--- config.mk ---
export PLATFORM = sky130hd
export DESIGN_NAME = bus_arbiter_flat
export DESIGN_NICKNAME = d
export VERILOG_FILES = /design/src/rtl/bus_arbiter_if.sv /design/src/rtl/bus_arbiter.sv /design/src/flat_wrapper.sv
export SDC_FILE = /design/constraint.sdc
export NUM_CORES = 1
export LEC_CHECK = 0
export CAP_MARGIN = 20
export CORE_MARGIN = 1.5
export CORE_UTILIZATION = 40
export CTS_BUF_LIST = sky130_fd_sc_hd__clkbuf_8
export CTS_CLUSTER_SIZE = 25
export DETAILED_ROUTE_END_ITERATION = 16
export REMOVE_ABC_BUFFERS = 1
export SETUP_SLACK_MARGIN = 0.02
export SLEW_MARGIN = 20
export SYNTH_ARGS = -nofsm -noshare
export SYNTH_HDL_FRONTEND = slang
export SYNTH_SLANG_ARGS = --single-unit
--- constraint.sdc ---
create_clock -name BUS_CLK -period 3.49 [get_ports BUS_CLK]
set_input_delay 0.698 -clock BUS_CLK [delete_from_list [all_inputs] [get_ports BUS_CLK]]
set_output_delay 0.698 -clock BUS_CLK [all_outputs]
set_load 0.01 [all_outputs]
--- src/rtl/bus_arbiter_if.sv ---
// Shared-bus arbitration signals: requests and freeze control from the bus
// controllers, grant/ownership/watchdog status back from the arbiter.
interface bus_arbiter_if #(
  parameter int N_REQ = 6
);
  logic [N_REQ-1:0] BR;
  logic             ARB_EN;
  logic [N_REQ-1:0] BG;
  logic [2:0]       OWNER;
  logic             OWNER_VALID;
  logic             TIMEOUT;
  logic [2:0]       TO_ID;

  modport master (
    output BR, ARB_EN,
    input  BG, OWNER, OWNER_VALID, TIMEOUT, TO_ID
  );

  modport slave (
    input  BR, ARB_EN,
    output BG, OWNER, OWNER_VALID, TIMEOUT, TO_ID
  );
endinterface

--- src/rtl/bus_arbiter.sv ---
// Round-robin bus arbiter: one-hot registered grant held until release,
// one dead turnaround cycle between tenures, tenure watchdog with revoke.
module bus_arbiter #(
  parameter int N_REQ    = 6,
  parameter int MAX_HOLD = 64,
  parameter int HOLD_W   = 8
) (
  input logic         BUS_CLK,
  input logic         RST,
  bus_arbiter_if.slave bus
);

  localparam logic [1:0] ST_IDLE = 2'd0;
  localparam logic [1:0] ST_OWN  = 2'd1;
  localparam logic [1:0] ST_TURN = 2'd2;

  localparam logic [2:0]        LAST_RST  = 3'(N_REQ - 1);
  localparam bit                WDOG_EN   = (MAX_HOLD != 0);
  localparam logic [HOLD_W-1:0] HOLD_LAST = WDOG_EN ? HOLD_W'(MAX_HOLD - 1) : '0;

  logic [1:0]        state_reg, state_next;
  logic [N_REQ-1:0]  bg_reg, bg_next;
  logic [2:0]        owner_reg, owner_next;
  logic              valid_reg, valid_next;
  logic              timeout_reg, timeout_next;
  logic [2:0]        to_id_reg, to_id_next;
  logic [2:0]        last_reg, last_next;
  logic [HOLD_W-1:0] cnt_reg, cnt_next;

  // Candidate gi is the requester at offset gi+1 after the last grantee.
  logic [2:0]       cand_id [N_REQ];
  logic [N_REQ-1:0] cand_hit;

  generate
    for (genvar gi = 0; gi < N_REQ; gi++) begin : g_cand
      logic [3:0] sum;
      assign sum          = {1'b0, last_reg} + 4'(gi + 1);
      assign cand_id[gi]  = (sum >= 4'(N_REQ)) ? 3'(sum - 4'(N_REQ)) : sum[2:0];
      assign cand_hit[gi] = bus.BR[cand_id[gi]];
    end
  endgenerate

  logic [2:0] win_id;
  always_comb begin
    win_id = cand_id[0];
    for (int i = N_REQ - 1; i >= 0; i--) begin
      if (cand_hit[i]) win_id = cand_id[i];
    end
  end

  logic grant_ok;
  logic owner_req;
  assign grant_ok  = bus.ARB_EN && (|bus.BR);
  assign owner_req = bus.BR[owner_reg];

  always_comb begin
    state_next   = state_reg;
    bg_next      = bg_reg;
    owner_next   = owner_reg;
    valid_next   = valid_reg;
    timeout_next = 1'b0;
    to_id_next   = to_id_reg;
    last_next    = last_reg;
    cnt_next     = cnt_reg;
    case (state_reg)
      ST_OWN: begin
        if (cnt_reg != '1) cnt_next = cnt_reg + HOLD_W'(1);
        // A release on the expiry edge takes precedence over the revoke.
        if (!owner_req) begin
          bg_next    = '0;
          valid_next = 1'b0;
          state_next = ST_TURN;
        end else if (WDOG_EN && (cnt_reg == HOLD_LAST)) begin
          bg_next      = '0;
          valid_next   = 1'b0;
          timeout_next = 1'b1;
          to_id_next   = owner_reg;
          state_next   = ST_TURN;
        end
      end
      default: begin
        if (grant_ok) begin
          bg_next    = N_REQ'(1) << win_id;
          owner_next = win_id;
          valid_next = 1'b1;
          last_next  = win_id;
          cnt_next   = '0;
          state_next = ST_OWN;
        end else begin
          state_next = ST_IDLE;
        end
      end
    endcase
  end

  always_ff @(posedge BUS_CLK or negedge RST) begin
    if (!RST) begin
      state_reg   <= ST_IDLE;
      bg_reg      <= '0;
      owner_reg   <= '0;
      valid_reg   <= 1'b0;
      timeout_reg <= 1'b0;
      to_id_reg   <= '0;
      last_reg    <= LAST_RST;
      cnt_reg     <= '0;
    end else begin
      state_reg   <= state_next;
      bg_reg      <= bg_next;
      owner_reg   <= owner_next;
      valid_reg   <= valid_next;
      timeout_reg <= timeout_next;
      to_id_reg   <= to_id_next;
      last_reg    <= last_next;
      cnt_reg     <= cnt_next;
    end
  end

  assign bus.BG          = bg_reg;
  assign bus.OWNER       = owner_reg;
  assign bus.OWNER_VALID = valid_reg;
  assign bus.TIMEOUT     = timeout_reg;
  assign bus.TO_ID       = to_id_reg;

endmodule

--- src/flat_wrapper.sv ---
// flat-port wrapper written by rule: the top's interface ports become plain ports
module bus_arbiter_flat 
#(
  parameter int N_REQ    = 6,
  parameter int MAX_HOLD = 64,
  parameter int HOLD_W   = 8
)
  (BUS_CLK, RST, bus_BR, bus_ARB_EN, bus_BG, bus_OWNER, bus_OWNER_VALID, bus_TIMEOUT, bus_TO_ID);
  bus_arbiter_if #(.N_REQ(N_REQ)) bus_i ();
  input logic BUS_CLK;
  input logic RST;
  input wire logic [$bits(bus_i.BR)-1:0] bus_BR;
  input wire logic [$bits(bus_i.ARB_EN)-1:0] bus_ARB_EN;
  output wire logic [$bits(bus_i.BG)-1:0] bus_BG;
  output wire logic [$bits(bus_i.OWNER)-1:0] bus_OWNER;
  output wire logic [$bits(bus_i.OWNER_VALID)-1:0] bus_OWNER_VALID;
  output wire logic [$bits(bus_i.TIMEOUT)-1:0] bus_TIMEOUT;
  output wire logic [$bits(bus_i.TO_ID)-1:0] bus_TO_ID;
  assign bus_i.BR = bus_BR;
  assign bus_i.ARB_EN = bus_ARB_EN;
  assign bus_BG = bus_i.BG;
  assign bus_OWNER = bus_i.OWNER;
  assign bus_OWNER_VALID = bus_i.OWNER_VALID;
  assign bus_TIMEOUT = bus_i.TIMEOUT;
  assign bus_TO_ID = bus_i.TO_ID;
  bus_arbiter #(.N_REQ(N_REQ), .MAX_HOLD(MAX_HOLD), .HOLD_W(HOLD_W)) u_core (.BUS_CLK(BUS_CLK), .RST(RST), .bus(bus_i));
endmodule
== After elaboration in Yosys (flattened, before gate mapping) ==
Cells that the tools add are included.

* Eq/ne operators: 5
* Multiplexer cells: 44
* Shifts and indexed selects: 1
* Add/sub/neg operators: 13
* $lt $le $gt $ge: 13
* Reduce and logical (&&, ||, !) cells: 7
* Bitwise gates (word level): 1

{| class="wikitable"
|+ Operators by type and width
! cell !! number
|-
| two-way mux 3 bit || 12
|-
| less-than comparator 3 x 4 -> 1 bit (second input constant) || 7
|-
| >= comparator 4 x 3 -> 1 bit (second input constant) || 6
|-
| two-way mux 6 bit || 4
|-
| two-way mux 8 bit || 3
|-
| binary-select mux 1 bit (select 3 bit) || 7
|-
| subtractor 3 bit (second input constant) || 6
|-
| two-way mux 1 bit || 15
|-
| adder 3 x 3 -> 4 bit (second input constant) || 3
|-
| adder 3 x 2 -> 4 bit (second input constant) || 2
|-
| adder 8 x 1 -> 8 bit (second input constant) || 1
|-
| equality test 8 x 6 -> 1 bit (second input constant) || 1
|-
| != test 8 bit (second input constant) || 1
|-
| two-way mux 2 bit || 3
|-
| AND reduction 2 bit || 3
|-
| OR reduction 6 bit || 1
|-
| left shift 1 x 3 -> 6 bit (first input constant) || 1
|-
| adder 3 x 1 -> 4 bit (second input constant) || 1
|-
| != test 3 bit (second input constant) || 1
|-
| AND reduction 3 bit || 1
|-
| equality test 2 x 1 -> 1 bit (second input constant) || 1
|-
| != test 2 x 1 -> 1 bit (second input constant) || 1
|-
| nonzero test 2 bit || 1
|-
| logical AND 1 bit || 1
|-
| inverter 1 bit || 1
|}

* Word-level logic and storage cells: 92
* Output and inout bits: 14
* Register bits after elaboration: 27
* Input port bits: 9

== Depth between registers and ports, before layout ==
Gate-level depths: netlist (run 1).

* Depth in word-level cells: 14
* Mapped depth: 12
* Depth with buffers taken out: 10

== Worst setup path before layout (run 1) ==
OpenSTA, ideal clock, no wires.

* Kind: reg2reg
* Start: register u_core.last_reg[0]
* End: register u_core.bg_reg[0] (netlist: u_core.bus.BG[0])
* Period minus slack after synthesis: 3.040 ns
* Cell stages (with the launch flop): 13
* Arrival time: 2.919 ns
* Library setup time: 0.121 ns
* Buffers on the path: 3
* Setup slack: 0.450 ns
* Required time: 3.369 ns
* Cell sequence: dfstp_2 buf_2 inv_1 ha_1 buf_2 clkbuf_1 nand3_1 a221oi_1 a31oi_1 a211o_1 o211ai_1 xnor2_1 a22o_1

* Cells in the longest elaborated chain, start to end: 14
* Elaborated cells on any way between the ends: 45
* Those cells by class: 12 x add/sub; 6 x order compare; 1 x shift; 26 x mux

{| class="wikitable"
|+ RTL lines
! element !! RTL line !! RTL
|-
| from (decl) || bus_arbiter.sv:27 || <nowiki>logic [2:0] last_reg, last_next;</nowiki>
|-
| from (signal assigned) || bus_arbiter.sv:113 || <nowiki>last_reg <= last_next;</nowiki>
|-
| adder 3 x 3 -> 4 bit || bus_arbiter.sv:37 || <nowiki>assign sum = {1'b0, last_reg} + 4'(gi + 1);</nowiki>
|-
| >= comparator 4 x 3 -> 1 bit or subtractor 3 bit (tied branches) || bus_arbiter.sv:38 || <nowiki>assign cand_id[gi] = (sum >= 4'(N_REQ)) ? 3'(sum - 4'(N_REQ)) : sum[2:0];</nowiki>
|-
| two-way mux 3 bit || bus_arbiter.sv:38 ||
|-
| binary-select mux 1 bit (select 3 bit) || bus_arbiter.sv:39 || <nowiki>assign cand_hit[gi] = bus.BR[cand_id[gi]];</nowiki>
|-
| two-way mux 1 bit (not written as such) || bus_arbiter.sv:39 ||
|-
| two-way mux 3 bit (5 in series) || bus_arbiter.sv:47 || <nowiki>if (cand_hit[i]) win_id = cand_id[i];</nowiki>
|-
| two-way mux 3 bit (*) || bus_arbiter.sv:47 ||
|-
| left shift 1 x 3 -> 6 bit (*) || bus_arbiter.sv:83 || <nowiki>bg_next = N_REQ'(1) << win_id;</nowiki>
|-
| two-way mux 6 bit (*) || bus_arbiter.sv:82 || <nowiki>if (grant_ok) begin</nowiki>
|-
| two-way mux 6 bit (*) || bus_arbiter.sv:65 || <nowiki>case (state_reg)</nowiki>
|-
| to (signal assigned) || bus_arbiter.sv:108 || <nowiki>bg_reg <= bg_next;</nowiki>
|-
| to (decl) || bus_arbiter.sv:22 || <nowiki>logic [N_REQ-1:0] bg_reg, bg_next;</nowiki>
|}

Mark *: on every way between the ends. The rest lies on a longest branch, timed or not. The select of a mux whose other input is x is not followed.
A chain may end at the register's enable or synchronous reset.

== Final worst setup path (run 1) ==
* Start: register u_core.last_reg[2]
* End: register u_core.bg_reg[1] (netlist: u_core.bus.BG[1])

Same word-level chain as after synthesis.

==> qor.csv, run 1 <==
stage;metric;value;unit
grt;GRT overflow;0;
sta;Final WS setup;0.311;ns
synth;Post-synth ARST share;1.00;
sta;Final Max Slew Viols;0;
drt;Wirelength per Cell;15.7;um
placed_design;worst slack, placed;0.180;ns
synth;Synth Warn #;0;
floorplan;io pins;23;
power_and_ir_drop;sequential power share;0.160;
clock_network;number of buffers created by CTS;3;
power_and_ir_drop;Comb pwr share;0.751;
drt;total routed wirelength;5.15;mm
clock_network;CTS tree;yes;
layout;Antenna diodes;0;
floorplan;Die Y;76.8;um
worst_setup_path;critical path data required time;3.71;ns
clock_network;clock sinks;26;
power_and_ir_drop;PD cells;1090;nW/um^2
placed_design;routability cong.;0.936;
clock_network;CTS Buffer Depth;2;
drt;drt via density;5.73;
grt;vias in the first global route;1719;
clock_network;CTS Root Buffer Type;clkbuf_8;
drt;via count;1880;
clock_network;CTS resizes;0;
sta;hold slack final;0.511;ns
drt;DR pass1 iterations;5;
sta;clock skew;0.00530;ns
floorplan;Starting Density;0.421;
power_and_ir_drop;maximum vdd drop;459;uV
drt;DRC Markers;0;
clock_network;Clock transition at path regs;0.09;ns
worst_setup_path;Setup Crit Path Kind;reg2reg;
power_and_ir_drop;P_int;1.46;mW
power_and_ir_drop;Leakage Power;1.11;nW
grt;total track usage;0.183;
clock_network;cts hold-fix bufs;0;
placed_design;number of buffers added on ports;22;
drt;Initial DRC Count;107;
grt;antenna violations before repair;0;
min_path;WHS Endpoint;u_core.bus.BG[2]$_DFFE_PN0P_;
floorplan;width of the chip;76.8;um
drt;DRT antenna net count;0;
worst_setup_path;CP Max Fanout;13;
grt;first-pass GRT wire length;8.75;mm
floorplan;Core Rows;26;
synth;Synth Instances;236;
floorplan;die area;5890;sq um
worst_setup_path;CP Launch Point;u_core.last_reg[2]$_DFFE_PN1P_;
power_and_ir_drop;Clock power frac;0.089;
layout;max reg flops;8;
sta;RSZ-0062 raised after global routing;false;
worst_setup_path;Worst Path Arrival;3.40;ns
grt;largest net degree at the start of global routing;27;
outcome;status;complete, no violations;
sta;Final Hold Vio Count;0;
layout;fin nets;279;
worst_setup_path;CP endpoint kind;register;
worst_setup_path;r2r worst-path depth;10;
synth;Yosys reg bits;26;
min_path;Worst Hold Class;reg2reg;
placed_design;Final HPWL DP;3.86;mm
worst_setup_path;FF-to-FF End;u_core.bus.BG[1]$_DFFE_PN0P_;
power_and_ir_drop;net switching fraction of the power;0.480;
synth;register area share after synthesis;0.300;
worst_setup_path;CP Launch Type;register;
sta;minimum clock period;3.18;ns
layout;fraction of layout cells with a size suffix above 1;0.132;
clock_network;Setup Fix Bufs, Post-CTS;0;
sta;Max Clock Freq;315;MHz
worst_setup_path;worst reg2reg setup slack;0.31;ns
power_and_ir_drop;Net Switching;1.34;mW
worst_setup_path;R2R Path Start;u_core.last_reg[2]$_DFFE_PN1P_;
synth;EDFF count, synth;0;
layout;Area Growth Syn to Fin;17.6;%
synth;ys flop type;dfrtp_1;
layout;fillcell total;487;
min_path;Worst Hold Launch;u_core.bus.BG[2]$_DFFE_PN0P_;
floorplan;core footprint;5170;sq um
sta;measured slew at the worst slew-check pin;0.712;ns
synth;Cell Area, Synth;2180;sq um
clock_network;Clk Latency, worst-skew pair;0.27;ns
min_path;hold path cells;1;
flow_run;Max Cap Viol;0;
sta;Worst slew margin;0.523;
sta;count of final setup violators;0;
synth;syn avg cell area;9.22;sq um
sta;period utilization;0.911;
sta;TNS Setup;0;ns
synth;post-synth cell types;57;
clock_network;CTS H-tree depth;1;
## worst max-delay path: stages (launching register included)
cell	delay, ns
dfstp_2	0.69
inv_1	0.15
ha_1	0.30
nand2b_1	0.16
mux4_2	0.53
a21oi_2	0.22
mux2i_1	0.11
or4_4	0.44
a31oi_4	0.17
nor3b_2	0.21
a22o_1	0.14
## cell families (layout without fill, tap and decap cells)
| kind of cell | count (synthesis) | count (layout) | share of synthesized area |
|---|---|---|---|
| AND/OR/NAND/NOR | 83 | 83 | 0.204 |
| adder cells (fa/ha/maj) | 11 | 11 | 0.0633 |
| buffers and inverters | 18 | 40 | 0.0362 |
| multiplexers | 25 | 25 | 0.132 |
| XOR/XNOR | 14 | 14 | 0.0564 |
| flip-flops | 26 | 26 | 0.300 |
| AO/OA/AOI/OAI | 59 | 59 | 0.209 |
## per-stage QoR
step | instances | power (mW) | utilization | instance area [sq um]
2_1_floorplan | 224 | 2.02 | - | 2120
3_3_place_gp | 324 | 2.54 | 0.481 | 2490
3_5_place_dp | 324 | 2.53 | 0.481 | 2490
4_1_cts | 328 | 2.79 | 0.495 | 2560
5_1_grt | 328 | 3.03 | 0.495 | 2560
6_report | 328 | 2.80 | 0.495 | 2560
## cell usage after synthesis (all sizes together) (3+ instances only)
cell type	number	area, sq um
nand2	19	71.3
o21ai	13	65.1
a31oi	3	33.8
mux2	6	67.6
mux2i	17	174
nand4	3	18.8
ha	11	138
dfrtp	24	601
xor2	6	52.6
a31o	3	26.3
nor3	4	20.0
and3	4	25.0
a21oi	6	33.8
a22o	8	70.1
clkbuf	5	18.8
nand3	12	60.1
and2	5	31.3
nand2b	7	43.8
or4	3	26.3
xnor2	8	70.1
buf	7	37.5
o211ai	3	22.5
nor2	14	52.6
a21o	3	22.5
nor3b	4	35.0
inv	6	22.5
## routing by layer
layer / GRT usage / part of all wire
met3: 0.0310 / 0.043
met2: 0.277 / 0.44
met1: 0.280 / 0.51
met4: 0.0222 / 0.0027
met5: 0 / 0
## layout make-up
cell class | instances | area [sq um] | area share
Clock buffer | 3 | 41.3 | 0.0161
Inverter | 6 | 22.5 | 0.00880
Sequential cell | 26 | 653 | 0.255
Timing Repair Buffer | 30 | 280 | 0.110
Clock inverter | 1 | 30.0 | 0.0117
Multi-Input combinational cell | 192 | 1440 | 0.564
Tap cell | 70 | 87.6 | 0.0342
## how the worst max path moves through the flow
stage,cells after the start,slack (ns),to
floorplan,10,0.28,u_core.bus.BG[0]$_DFFE_PN0P_
CTS,10,0.32,u_core.bus.BG[1]$_DFFE_PN0P_
detailed placement,9,0.18,u_core.bus.BG[1]$_DFFE_PN0P_
global route,10,0.09,u_core.bus.BG[0]$_DFFE_PN0P_
global placement,9,0.21,u_core.bus.BG[0]$_DFFE_PN0P_
finish,10,0.31,u_core.bus.BG[1]$_DFFE_PN0P_
## power by group through the flow
stage	clock network (mW)	logic, mW	registers [mW]
finish	0.249	2.10	0.448
global route	0.270	2.30	0.459
CTS	0.255	2.08	0.448
detailed placement	0	2.07	0.454
global placement	0	2.09	0.453
floorplan	0	1.51	0.512
## layout by cell type (no fill, tap or decap), drive strengths merged, types with 4 or more instances in the layout
cell / n
dfrtp: 24
clkdlybuf4s50: 22
nand2: 19
mux2i: 17
nor2: 14
o21ai: 13
nand3: 12
ha: 11
a22o: 8
xnor2: 8
buf: 8
nand2b: 7
inv: 6
xor2: 6
mux2: 6
a21oi: 6
and2: 5
and3: 4
nor3: 4
nor3b: 4
(Power assumes the default switching activity.)
==> run 2, diff against run 1 <==
DONT_BUFFER_PORTS = 1   (was unset)
==> qor.csv, run 2 (same netlist as run 1, synthesis figures left out) <==
stage;metric;value;unit;change
outcome;status;complete, no violations;;
worst_setup_path;critical path data required time;3.71;ns;about the same
sta;Final Hold Vio Count;0;;unchanged
sta;Worst slew margin;0.507;;-0.0163
power_and_ir_drop;Clock power frac;0.089;;about the same
worst_setup_path;Worst Path Arrival;3.32;ns;-0.08 ns
grt;GR Layer Usage met2;0.294;;+0.0168
grt;GRT overflow;0;;unchanged
layout;fillcell total;492;;+1.0%
worst_setup_path;CP endpoint kind;register;;
grt;largest net degree at the start of global routing;27;;unchanged
grt;first-pass GRT wire length;8.63;mm;-1.4%
drt;Wirelength per Cell;16.6;um;+5.7%
layout;max reg flops;8;;unchanged
drt;total routed wirelength;5.12;mm;-0.72%
sta;Final WS setup;0.385;ns;+0.0736 ns
power_and_ir_drop;maximum vdd drop;405;uV;-12%
sta;RSZ-0062 raised after global routing;false;;
placed_design;Placed Cells;304;;-6.2%
min_path;Worst Hold Class;in2async;;
clock_network;number of buffers created by CTS;3;;unchanged
clock_network;Clock transition at path regs;0.09;ns;about the same
drt;via count;1820;;-3.2%
placed_design;number of buffers added on ports;0;;-100%
worst_setup_path;CP Launch Point;u_core.last_reg[1]$_DFFE_PN0P_;;
clock_network;Clk Latency, worst-skew pair;0.27;ns;about the same
floorplan;core footprint;5170;sq um;unchanged
worst_setup_path;CP cell instances;inv_1, ha_1, mux2i_1, or3_1, o31a_1, o311ai_0, or4_4, a31oi_4, nor3b_2, a22o_1;;
grt;met3 Use GR;0.0298;;-0.00119
sta;count of final setup violators;0;;unchanged
drt;DRC Markers;0;;unchanged
floorplan;die area;5890;sq um;unchanged
clock_network;CTS H-tree depth;1;;unchanged
layout;Layout Utilization;0.455;;-0.0397
drt;Initial DRC Count;131;;+22%
flow_run;Max Cap Viol;0;;unchanged
sta;minimum clock period;3.11;ns;-0.0736 ns
layout;Multi-input gate area;1440;sq um;unchanged
power_and_ir_drop;P_int;1.43;mW;-2.0%
power_and_ir_drop;sequential power share;0.168;;+0.008
floorplan;io pins;23;;unchanged
power_and_ir_drop;PD cells;1170;nW/um^2;+7.2%
layout;Final Non-Filler Cells;308;;-6.1%
sta;period utilization;0.890;;-0.0211
grt;antenna violations before repair;0;;unchanged
power_and_ir_drop;Leakage Power;1.04;nW;-6.4%
grt;vias in the first global route;1695;;-1.4%
sta;Max Clock Freq;322;MHz;+2.4%
clock_network;Setup Fix Bufs, Post-CTS;0;;unchanged
floorplan;width of the chip;76.8;um;unchanged
worst_setup_path;worst reg2reg setup slack;0.38;ns;+0.07 ns
worst_setup_path;CP Launch Type;register;;
floorplan;Core Rows;26;;unchanged
power_and_ir_drop;Pwr Total;2.76;mW;-1.4%
drt;DR pass1 iterations;5;;unchanged
clock_network;cts hold-fix bufs;0;;unchanged
floorplan;Die Y;76.8;um;unchanged
sta;hold slack final;0.108;ns;-0.402 ns
drt;drt via density;5.91;;+3.1%
power_and_ir_drop;Net Switching;1.33;mW;-0.74%
clock_network;CTS resizes;0;;unchanged
layout;FF+latch area;653;sq um;unchanged
sta;measured slew at the worst slew-check pin;0.736;ns;+0.0243 ns
placed_design;area post-placement;2280;sq um;-8.2%
layout;fraction of layout cells with a size suffix above 1;0.151;;+0.0195
worst_setup_path;Critical-path top delay cell;or4_4;;
drt;DRT antenna net count;0;;unchanged
layout;commonest non-fill, non-tap cell in the layout;dfrtp_1;;
placed_design;routability cong.;0.942;;+0.74%
clock_network;CTS tree;yes;;
power_and_ir_drop;net switching fraction of the power;0.483;;+0.00308
worst_setup_path;Setup Crit Path Kind;reg2reg;;
placed_design;worst slack, placed;0.433;ns;+0.253 ns
grt;layer with the highest usage;met2;;
worst_setup_path;Crit path largest cell delay;0.56;ns;-0.13 ns
layout;fin nets;259;;-7.2%
floorplan;Starting Density;0.421;;unchanged
layout;Area Growth Syn to Fin;8.17;%;
clock_network;CTS Buffer Depth;2;;unchanged
sta;clock skew;0.00639;ns;+0.00108 ns
clock_network;CTS Root Buffer Type;clkbuf_8;;
placed_design;Final HPWL DP;3.99;mm;+3.4%
sta;TNS Setup;0;ns;unchanged
sta;Final Max Slew Viols;0;;unchanged
power_and_ir_drop;Comb pwr share;0.743;;-0.008
layout;Antenna diodes;0;;unchanged
grt;GR Util met1;0.252;;-0.0276
grt;total track usage;0.180;;-0.00332
worst_setup_path;R2R Path Start;u_core.last_reg[1]$_DFFE_PN0P_;;
layout;commonest non-fill, non-tap cells in the layout;dfrtp_1 (24), nand2_1 (19), mux2i_1 (16);;
layout;final instance area;2350;sq um;-8.0%
clock_network;clock sinks;26;;unchanged
worst_setup_path;CP Max Fanout;9;;-4
## run 2: cell count changes in the layout (fill, tap and decap cells not counted), sizes merged
cell	change
clkdlybuf4s50	-22
buf	+2
## run 2: final cells by class
cell class | instances | share of cell area
well taps | 70 | 0.0372
clock buffers | 3 | 0.0175
clock inverters | 1 | 0.0128
flip-flops and latches | 26 | 0.278
repair buffers | 10 | 0.0319
inverters | 6 | 0.00957
multi-input cells | 192 | 0.614
## run 2: worst paths after layout
| path | cells past startpoint | endpoint |
|---|---|---|
| min in group BUS_CLK | 1 | u_core.cnt_reg[5]$_DFFE_PN0P_ |
| min | 0 | u_core.bus.BG[0]$_DFFE_PN0P_ |
| max reg2reg | 10 | u_core.bus.BG[1]$_DFFE_PN0P_ |
| max in group asynchronous | 0 | u_core.last_reg[2]$_DFFE_PN1P_ |
| max | 10 | u_core.bus.BG[1]$_DFFE_PN0P_ |
| min reg2reg | 1 | u_core.cnt_reg[5]$_DFFE_PN0P_ |
## run 2: routing by layer
layer	vias to the layer above	wire length, um	share of wire
li1	883	-	-
met1	893	2520	0.49
met2	37	2380	0.47
met3	7	161	0.031
met4	0	48	0.0094
met5	-	0	0
## run 2: critical path, delay by kind of cell (launching register included)
family	cells	cell delay, ns
flops	1	0.46
fa+ha+maj	1	0.52
mux	1	0.21
simple gates	3	0.89
compound gates	4	0.78
buf+inv	1	0.19
## run 2: power by group through the flow
stage / Sequential (mW) / Clock [mW] / Combinational [mW]
2_1_floorplan: 0.512 / 0 / 1.51
3_3_place_gp: 0.466 / 0 / 2.03
3_5_place_dp: 0.471 / 0 / 2.04
4_1_cts: 0.465 / 0.254 / 2.04
5_1_grt: 0.475 / 0.265 / 2.26
6_report: 0.464 / 0.246 / 2.05
==> run 3, diff against run 2 <==
CELL_PAD_IN_SITES_DETAIL_PLACEMENT = 0   (was unset)
CELL_PAD_IN_SITES_GLOBAL_PLACEMENT = 1   (was unset)
PLACE_DENSITY_LB_ADDON = 0.1   (was unset)
clock period = 3.8 ns   (was 3.49 ns; I/O delays follow)
==> qor.csv, run 3 (same netlist as run 1, synthesis figures left out) <==
stage;metric;value;unit;change
drt;Wirelength per Cell;17.9;um;+7.8%
floorplan;Core Rows;26;;unchanged
worst_setup_path;CP endpoint kind;register;;
worst_setup_path;worst reg2reg setup slack;0.48;ns;+0.09 ns
clock_network;number of buffers created by CTS;3;;unchanged
clock_network;CTS Buffer Depth;2;;unchanged
power_and_ir_drop;PD cells;1070;nW/um^2;-8.9%
clock_network;cts hold-fix bufs;0;;unchanged
worst_setup_path;CP Launch Point;u_core.last_reg[0]$_DFFE_PN1P_;;
layout;Antenna diodes;0;;unchanged
drt;total routed wirelength;5.43;mm;+6.1%
worst_setup_path;Setup Crit Path Kind;reg2reg;;
layout;fin nets;254;;-1.9%
grt;vias in the first global route;1663;;-1.9%
flow_run;Max Cap Viol;0;;unchanged
grt;total track usage;0.184;;+0.00375
clock_network;clock sinks;26;;unchanged
layout;fraction of layout cells with a size suffix above 1;0.133;;-0.0182
sta;Final Max Slew Viols;0;;unchanged
layout;max reg flops;8;;unchanged
worst_setup_path;CP Depth;10;;unchanged
worst_setup_path;R2R Path Start;u_core.last_reg[0]$_DFFE_PN1P_;;
sta;clock skew;0.00716;ns;+0.000774 ns
worst_setup_path;Largest delay share family, worst path;multiplexers;;
worst_setup_path;CP cell instances;inv_1, ha_1, nand3_1, mux2i_2, mux2i_1, mux2i_1, o311a_1, a31oi_4, nor3_1, a22o_1;;
outcome;status;complete, no violations;;
clock_network;CTS tree;yes;;
worst_setup_path;CP Launch Type;register;;
drt;DRT antenna net count;0;;unchanged
clock_network;Clk Latency, worst-skew pair;0.27;ns;about the same
layout;Area Growth Syn to Fin;5.69;%;
floorplan;Die Y;76.8;um;unchanged
clock_network;Clock transition at path regs;0.09;ns;about the same
power_and_ir_drop;Net Switching;1.24;mW;-7.3%
grt;first-pass GRT wire length;8.65;mm;+0.31%
floorplan;die area;5890;sq um;unchanged
sta;measured slew at the worst slew-check pin;0.755;ns;+0.0188 ns
drt;drt via density;5.92;;+0.20%
power_and_ir_drop;net switching fraction of the power;0.503;;+0.0202
sta;Final WS setup;0.478;ns;+0.0926 ns
grt;largest net degree at the start of global routing;27;;unchanged
power_and_ir_drop;Pwr Total;2.46;mW;-11%
sta;Worst slew margin;0.494;;-0.0126
drt;DRC Markers;0;;unchanged
worst_setup_path;FF-to-FF End;u_core.bus.BG[2]$_DFFE_PN0P_;;
sta;count of final setup violators;0;;unchanged
drt;via count;1794;;-1.4%
floorplan;io pins;23;;unchanged
worst_setup_path;critical path data required time;4.01;ns;+0.30 ns
power_and_ir_drop;Clock power frac;0.073;;-0.016
placed_design;Final HPWL DP;4.19;mm;+5.2%
grt;antenna violations before repair;0;;unchanged
worst_setup_path;WP buf/inv;1;;unchanged
sta;period utilization;0.874;;-0.0154
placed_design;routability cong.;0.913;;-3.2%
clock_network;CTS resizes;0;;unchanged
sta;RSZ-0062 raised after global routing;false;;
min_path;Worst Hold Class;in2async;;
worst_setup_path;r2r worst-path depth;10;;unchanged
power_and_ir_drop;sequential power share;0.173;;+0.005
clock_network;CTS H-tree depth;1;;unchanged
sta;TNS Setup;0;ns;unchanged
power_and_ir_drop;P_int;1.22;mW;-14%
worst_setup_path;Critical-path top delay cell;ha_1;;
layout;commonest non-fill, non-tap cell in the layout;dfrtp_1;;
floorplan;core footprint;5170;sq um;unchanged
sta;hold slack final;0.175;ns;+0.0665 ns
worst_setup_path;Worst Path Arrival;3.53;ns;+0.21 ns
power_and_ir_drop;Leakage Power;1.01;nW;-3.1%
placed_design;worst slack, placed;0.497;ns;+0.0638 ns
drt;Initial DRC Count;57;;-56%
clock_network;CTS Root Buffer Type;clkbuf_8;;
power_and_ir_drop;maximum vdd drop;459;uV;+13%
clock_network;Setup Fix Bufs, Post-CTS;0;;unchanged
worst_setup_path;CP most frequent cell;mux2i_1;;
placed_design;number of buffers added on ports;0;;unchanged
layout;commonest non-fill, non-tap cells in the layout;dfrtp_1 (24), nand2_1 (19), mux2i_1 (16);;
worst_setup_path;Crit path largest cell delay;0.64;ns;+0.08 ns
drt;DR pass1 iterations;4;;-1
sta;Max Clock Freq;301;MHz;-6.5%
worst_setup_path;CP Max Fanout;17;;+8
floorplan;width of the chip;76.8;um;unchanged
grt;GRT overflow;0;;unchanged
power_and_ir_drop;Comb pwr share;0.755;;+0.012
sta;Final Hold Vio Count;0;;unchanged
floorplan;Starting Density;0.421;;unchanged
sta;minimum clock period;3.32;ns;+0.217 ns
worst_setup_path;CP Capture Point;u_core.bus.BG[2]$_DFFE_PN0P_;;
run 3: worst min path at each step:
stage	cells after the start	end	from
final	0	u_core.cnt_reg[7]$_DFFE_PN0P_	RST
after global routing	0	u_core.cnt_reg[6]$_DFFE_PN0P_	RST
after CTS	0	u_core.bus.BG[3]$_DFFE_PN0P_	RST
after detailed placement	0	u_core.bus.TIMEOUT$_DFF_PN0_	RST
after global placement	0	u_core.bus.TO_ID[0]$_DFFE_PN0P_	RST
after floorplan	0	u_core.bus.BG[0]$_DFFE_PN0P_	RST
run 3: area by class of cell:
cell class              instances  area, sq um
fillers                       497         2870
multi-input cells             192         1440
flip-flops and latches         26          653
well taps                      70         87.6
clock buffers                   4         55.1
repair buffers                  5         37.5
inverters                       6         22.5
run 3: metal layers:
layer  GRT usage  vias to the layer above  part of all wire
met5           0                        -                 0
met4      0.0222                        0            0.0050
met3      0.0274                        2             0.037
met2       0.300                       47              0.46
met1       0.264                      880              0.50
li1            -                      865                 -
run 3: per-stage QoR:
stage,area [sq um],utilization,cells
6_report,2300,0.445,303
5_1_grt,2300,0.445,303
4_1_cts,2300,0.445,303
3_5_place_dp,2240,0.434,299
3_3_place_gp,2240,0.434,299
2_1_floorplan,2120,-,224
run 3: worst reg2reg max path, stage by stage (launching register included):
cell and delay [ns]:
dfstp_2 0.55, inv_1 0.12, ha_1 0.64, nand3_1 0.16, mux2i_2 0.52, mux2i_1 0.15, mux2i_1 0.29, o311a_1 0.28
a31oi_4 0.12, nor3_1 0.25, a22o_1 0.17
run 3: power groups by stage:
stage                     clock network (mW)  logic [mW]  registers [mW]
after detailed placement                   0        1.83           0.429
after global placement                     0        1.81           0.427
final                                  0.178        1.86           0.424
after CTS                              0.184        1.84           0.424
after global routing                   0.201        2.02           0.432
after floorplan                            0        1.38           0.470
